## src/rtl/counter_hex.sv

```systemverilog
// Up/down modulo counter with load/clear, terminal-count and wrap pulse, plus per-nibble
// seven-segment decode (active-low) that is built only when COUNTER_HEX_DISPLAY_EN is defined.
module counter_hex #(
    parameter int              WIDTH   = 8,
    parameter longint unsigned MODULUS = 256,
    parameter int              DIGITS  = (WIDTH + 3) / 4
) (
    input  logic                  clk,
    input  logic                  reset,
    input  logic                  clear,
    input  logic                  en,
    input  logic                  up,
    input  logic                  load,
    input  logic [WIDTH-1:0]      load_val,
    output logic [WIDTH-1:0]      count,
    output logic                  tc,
    output logic                  wrap,
    output logic [7*DIGITS-1:0]   hex
);

    localparam logic [WIDTH-1:0] MAX_VAL = WIDTH'(MODULUS - 64'd1);

    logic             run_q, run_d;
    logic [WIDTH-1:0] count_q, count_d;
    logic             wrap_q, wrap_d;
    logic             at_max, at_zero;

    assign at_max  = (count_q == MAX_VAL);
    assign at_zero = (count_q == '0);

    // run_q swallows the first edge after reset release; the count register is the
    // second stage, so the first update lands on the second edge.
    always_comb begin
        run_d   = 1'b1;
        count_d = count_q;
        wrap_d  = 1'b0;
        if (run_q) begin
            if (clear) begin
                count_d = '0;
            end else if (load) begin
                count_d = (load_val > MAX_VAL) ? MAX_VAL : load_val;
            end else if (en) begin
                if (up) begin
                    if (at_max) begin
                        count_d = '0;
                        wrap_d  = 1'b1;
                    end else begin
                        count_d = count_q + WIDTH'(1);
                    end
                end else begin
                    if (at_zero) begin
                        count_d = MAX_VAL;
                        wrap_d  = 1'b1;
                    end else begin
                        count_d = count_q - WIDTH'(1);
                    end
                end
            end
        end
    end

    always_ff @(posedge clk or negedge reset) begin
        if (!reset) begin
            run_q   <= 1'b0;
            count_q <= '0;
            wrap_q  <= 1'b0;
        end else begin
            run_q   <= run_d;
            count_q <= count_d;
            wrap_q  <= wrap_d;
        end
    end

    assign count = count_q;
    assign wrap  = wrap_q;
    assign tc    = en & ~clear & ~load & ((up & at_max) | (~up & at_zero));

`ifdef COUNTER_HEX_DISPLAY_EN
    localparam int NIB_W = 4 * DIGITS;

    logic [NIB_W-1:0] count_ext;

    // Segment order {g,f,e,d,c,b,a}, low = lit.
    function automatic logic [6:0] seg7(input logic [3:0] nib);
        logic [6:0] seg;
        case (nib)
            4'h0:    seg = 7'h40;
            4'h1:    seg = 7'h79;
            4'h2:    seg = 7'h24;
            4'h3:    seg = 7'h30;
            4'h4:    seg = 7'h19;
            4'h5:    seg = 7'h12;
            4'h6:    seg = 7'h02;
            4'h7:    seg = 7'h78;
            4'h8:    seg = 7'h00;
            4'h9:    seg = 7'h10;
            4'hA:    seg = 7'h08;
            4'hB:    seg = 7'h03;
            4'hC:    seg = 7'h46;
            4'hD:    seg = 7'h21;
            4'hE:    seg = 7'h06;
            default: seg = 7'h0E;
        endcase
        return seg;
    endfunction

    always_comb begin
        count_ext = NIB_W'(count_q);
        hex       = '1;
        for (int i = 0; i < DIGITS; i++) begin
            hex[7*i +: 7] = seg7(count_ext[4*i +: 4]);
        end
    end
`else
    assign hex = '1;
`endif

endmodule

```

## config.mk

```make
export PLATFORM = sky130hd
export DESIGN_NAME = counter_hex
export DESIGN_NICKNAME = d
export VERILOG_FILES = /design/src/rtl/counter_hex.sv
export SDC_FILE = /design/constraint.sdc
export NUM_CORES = 1
export LEC_CHECK = 0
export ABC_AREA = 1
export BUFFER_PORTS_ARGS = -buffer_cell sky130_fd_sc_hd__buf_2
export CORE_MARGIN = 3
export CORE_UTILIZATION = 25
export DETAILED_ROUTE_END_ITERATION = 6
export GPL_TIMING_DRIVEN = 0
export PLACE_DENSITY_LB_ADDON = 0.15
export SYNTH_ARGS = -nofsm -noshare
export SYNTH_HDL_FRONTEND = slang
export SYNTH_SLANG_ARGS = --single-unit
```

## constraint.sdc

```tcl
create_clock -name clk -period 1.43 [get_ports clk]
set_clock_uncertainty 0.15 [all_clocks]
set_input_delay 0.286 -clock clk [delete_from_list [all_inputs] [get_ports clk]]
set_output_delay 0.286 -clock clk [all_outputs]
set_load 0.02 [all_outputs]
```

# [Word level (Yosys, flattened, before mapping)]
# Index checks and enable logic that the tools add are counted.
[word_totals] register_bits=10 inputBits=14 elab_cells=33
[op_classes] reduce_logical=3 n_addsub=2 n_bitwise=9 n_mux=14 eq_ne=1 order_cmp=1
[op_table] cell="$mux 8" n=7
[op_table] cell="$add 8x1->8 const B" n=1
[op_table] cell="$eq 8x8->1 const B" n=1
[op_table] cell="$gt 8x8->1 const B" n=1
[op_table] cell="$logic_not 8->1" n=1
[op_table] cell="$sub 8x1->8 const B" n=1
[op_table] cell="$mux 1" n=7
[op_table] cell="$and 1x1->1" n=5
[op_table] cell="$not 1->1" n=3
[op_table] cell="$reduce_bool 3->1" n=1
[op_table] cell="$reduce_and 2->1" n=1
[op_table] cell="$or 1x1->1" n=1

# [Logic depth before layout (Yosys ltp)]
[depth] depth_word=7 mapped_depth=11 mapped_depth_nobuf=11

# [Worst setup path before layout]
# No wires, ideal clock.
[synth_path] path_kind="flip-flop to output port" startpoint="reg count_q[0] (netlist: count[0])" endpoint="out tc" slack_ns=-0.442 arrival_time_ns=1.436 t_required_ns=0.994 path_stages_with_launch=7 cell_sequence="dfrtp_1 > inv_1 > ha_1 > nand3_1 > nor2_4 > o21ai_0 > nor2_1"
[synth_between] elab_chain_cells=4 elab_cells_between_ends=6 cone_classes="eq/ne (1); bitwise (4); reduce/logical (1)"
[synth_rtl] item="start: declaration" line="24" source="logic [WIDTH-1:0] count_q, count_d;"
[synth_rtl] item="start signal: assignment" line="69" source="count_q <= count_d;"
[synth_rtl] item="$eq 8x8->1 or $logic_not 8->1 (tied branches)" line="28, 29"
[synth_rtl] item="$and 1x1->1" line="76" source="assign tc = en & ~clear & ~load & ((up & at_max) | (~up & at_zero));"
[synth_rtl] item="$or 1x1->1 (*)" line="76"
[synth_rtl] item="$and 1x1->1 (*)" line="76"
[synth_rtl] item="end: declaration" line="16" source="output logic tc,"
# Every way passes the cells marked *; elsewhere a longest branch is shown, timed or not.

# [Worst setup path after layout]
[layout_path] startpoint="reg count_q[1] (netlist: count[1])" endpoint="out tc"
# Same word-level chain as after synthesis.

==> results.py <==
metrics = {
    "power": {
        "p_leak_nw": 0.824,
        "peakVddDrop_mv": 0.326,
        "total_power_mw": 1.34,
        "power_density_nw_per_um2": 844,
    },
    "critical_path": {
        "regToRegEndpoint": "count[3]",
        "critical_path_class": "register to output pin",
        "crit_start": "count[1]",
        "crit_path_max_fanout": 4,
        "r2r_slack_ns": -0.26,
        "worstPathCellList": "inv_2 > ha_4 > nand3_4 > nor2_4 > o21ai_4 > nor2_4 > buf_6",
        "path_buf_inv": 2,
        "path_delay_family": "flip-flops",
        "cp.required_ns": 0.99,
        "rr_startpoint": "count[1]",
        "crit_top_cell": "nor2_4",
        "slowest_delay_ns": 0.45,
        "r2r_cells": 11,
        "start_kind": "register",
        "end_kind": "output pin",
        "crit_arrival_ns": 1.41,
        "slowest_stage": "dfrtp_2",
    },
    "final_layout": {
        "layoutNonFillerInstCount": 283,
        "area_growth_pct": 48.8,
        "final_nets": 252,
        "drive_gt1_frac": 0.412,
        "fill_cells": 429,
        "n_antenna_cell": 0,
        "final_area_um2": 1590,
    },
    "route": {
        "dr.pass1.iters": 4,
        "antenna_left": 0,
        "drc": 0,
        "routed_wl_um": 3180,
        "vias": 1205,
        "drt_iter0_drc": 30,
        "wire_per_inst_um": 11.2,
        "vias_per_cell": 4.26,
    },
    "floorplanning": {
        "die_x_um": 71.5,
        "fp.dieH_um": 71.5,
        "dieArea_um2": 5110,
        "io_pins": 38,
        "row_count": 23,
        "initial_core_util": 0.264,
        "design.core.area_um2": 4060,
    },
    "synthesis": {
        "syn_avg_cell_area_um2": 5.95,
        "synth.largest_area_cell": "dfrtp_1",
        "syn_area_um2": 1070,
        "synth_top_area_frac": 0.234,
        "ys_ff_latch": 10,
        "ys.warnings.count": 0,
        "synth_cell_types": 21,
        "syn_inst": 180,
        "ys_seq_area_frac": 0.234,
        "netlist_top_cells_area": "dfrtp_1 (23%), nand2_1 (21%), buf_4 (11%)",
    },
    "place": {
        "post-place-cells": 267,
        "io_buffers": 23,
        "post_dp_cell_area_um2": 1380,
        "place.gp.congestion": 0.776,
        "hpwlAfterDp_um": 2250,
    },
    "sta": {
        "min_period_over_period": 1.29,
        "hold_viol_final": 0,
        "setup_viol": 8,
        "fin_crit_ns": 1.84,
        "drv_slew": 0,
        "holdWs_ns": 0.218,
        "rsz0062_at_grt": "true",
        "worst_slack_ns": -0.413,
        "fmax_ghz": 0.542,
    },
    "cts": {
        "clockBufferDepth": 2,
        "numCtsBuffers": 3,
        "htree_num_levels": 1,
        "root_buffer": "clkbuf_8",
        "cts_sinks": 10,
        "cts_tree": "done",
        "clk_pin_slew_worst_paths_ns": 0.05,
        "clkLatencyLatePin_ns": 0.24,
    },
    "worst_hold_path": {
        "hp-class": "input pin to register",
        "hold_end": "count[1]",
        "hold_depth": 3,
        "worstHoldStart": "load_val[1]",
    },
    "job": {
        "drv_cap": 0,
    },
    "global_route": {
        "grt_max_degree": 11,
        "grt_pass1_vias": 1132,
        "globalRouteOverflowTotal": 0,
        "grt_pass1_wl_um": 5210,
        "grt_usage": 0.127,
        "antenna_found_initial": 0,
    },
    "run_status": {
        "status": "complete, but fails checks",
        "violations": "setup timing",
    },
}
[metrics by stage]
| stage | setup WS [ns] | util | setup TNS [ns] |
|---|---|---|---|
| final | -0.413 | 0.393 | -1.97 |
| after global routing | -0.478 | 0.393 | -2.84 |
| after CTS | -0.422 | 0.371 | -1.86 |
| after detailed placement | -0.287 | 0.340 | -2.29 |
| after global placement | -0.349 | 0.340 | -2.47 |
| after floorplan | -0.186 | - | -0.345 |
[sequential cells by signal, summed over array words and instances, names as in the netlist]
register / count
count: 8
run_q: 1
wrap: 1
[synthesized netlist by cell type, drive strengths merged]
cell type,instances
nand2,61
nor2,34
buf,19
inv,19
nand3,15
o21ai,11
dfrtp,10
ha,3
a21oi,2
o22ai,2
conb,1
nand4,1
nor3,1
xnor2,1
[cells by family (layout without fill, tap and decap cells)]
logic type	after synthesis	in the layout	synth area share
simple gates	112	112	0.444
fa+ha+maj	3	3	0.0351
compound gates	15	15	0.0829
xor+xnor	1	1	0.00818
flops	10	10	0.234
buf+inv	38	77	0.193
other cells	1	15	0.00350
[placed cells by master (no fill, tap or decap)]
| cell | netlist | routed |
|---|---|---|
| dlygate4sd3_1 | 0 | 1 |
| dfrtp_1 | 10 | 3 |
| ha_4 | 0 | 3 |
| nand4_1 | 1 | 1 |
| o21ai_2 | 0 | 1 |
| nand3_1 | 15 | 10 |
| clkbuf_8 | 0 | 3 |
| nand3_2 | 0 | 4 |
| nor3_1 | 1 | 1 |
| nand2_1 | 59 | 56 |
| dfrtp_2 | 0 | 7 |
| inv_1 | 17 | 15 |
| o21ai_1 | 4 | 4 |
| buf_6 | 0 | 2 |
| nor2_4 | 3 | 6 |
| xnor2_1 | 1 | 1 |
| o21ai_4 | 1 | 2 |
| nand3_4 | 0 | 1 |
| conb_1 | 1 | 15 |
| a21oi_2 | 0 | 2 |
| nor2_2 | 2 | 4 |
| nand2_2 | 2 | 5 |
| buf_2 | 3 | 23 |
| o21ai_0 | 6 | 4 |
| nor2_1 | 29 | 24 |
| clkbuf_2 | 0 | 1 |
| buf_4 | 16 | 28 |
| inv_2 | 2 | 3 |
| o22ai_1 | 2 | 2 |
| inv_4 | 0 | 1 |
[power breakdown]
part           internal, mW  total (mW)  switching [mW]
Sequential            0.319       0.381          0.0622
Combinational         0.286       0.664           0.378
Clock                 0.185       0.300           0.115
Total                 0.790        1.34           0.555
[cell type report]
class / count / area [µm²] / area share
Inverter: 19 / 73.8 / 0.0463
Buffer: 17 / 126 / 0.0793
Tap cell: 50 / 62.6 / 0.0392
Multi-Input combinational cell: 146 / 795 / 0.498
Timing Repair Buffer: 38 / 236 / 0.148
Clock buffer: 3 / 41.3 / 0.0259
Sequential cell: 10 / 259 / 0.162
[how the worst max path moves through the flow]
| stage | to | depth (start not counted) | slack, ns |
|---|---|---|---|
| global placement | count[0] | 9 | -0.35 |
| floorplan | tc | 6 | -0.19 |
| CTS | tc | 7 | -0.42 |
| detailed placement | tc | 7 | -0.29 |
| finish | tc | 7 | -0.41 |
| global route | tc | 7 | -0.48 |
[worst register-to-register path, delay by kind of cell, from the launching register on]
family	cells	cell delay (ns)
adders and majority gates	1	0.16
and+or+nand+nor	7	0.54
buffers and inverters	2	0.21
AOI/OAI and AO/OA	1	0.10
DFF	1	0.43
[repair_timing]
| item | in CTS | in global routing |
|---|---|---|
| buffers inserted | 5 | 9 |
| setup endpoints to repair | 9 | 11 |
| gates cloned | 0 | 0 |
| endpoints found under the hold margin | 10 | 0 |
| resized for setup | 8 | 12 |
| hold buffers | 1 | 0 |
| pin swaps | 4 | 6 |
[per-layer routing]
metal / global-route usage / vias to the layer above / wire length [µm]
li1: - / 633 / -
met1: 0.177 / 534 / 1550
met2: 0.202 / 36 / 1450
met3: 0.0196 / 2 / 163
met4: 0.0397 / 0 / 17
met5: 0 / - / 0
Power figures use the tool's default switching activity.
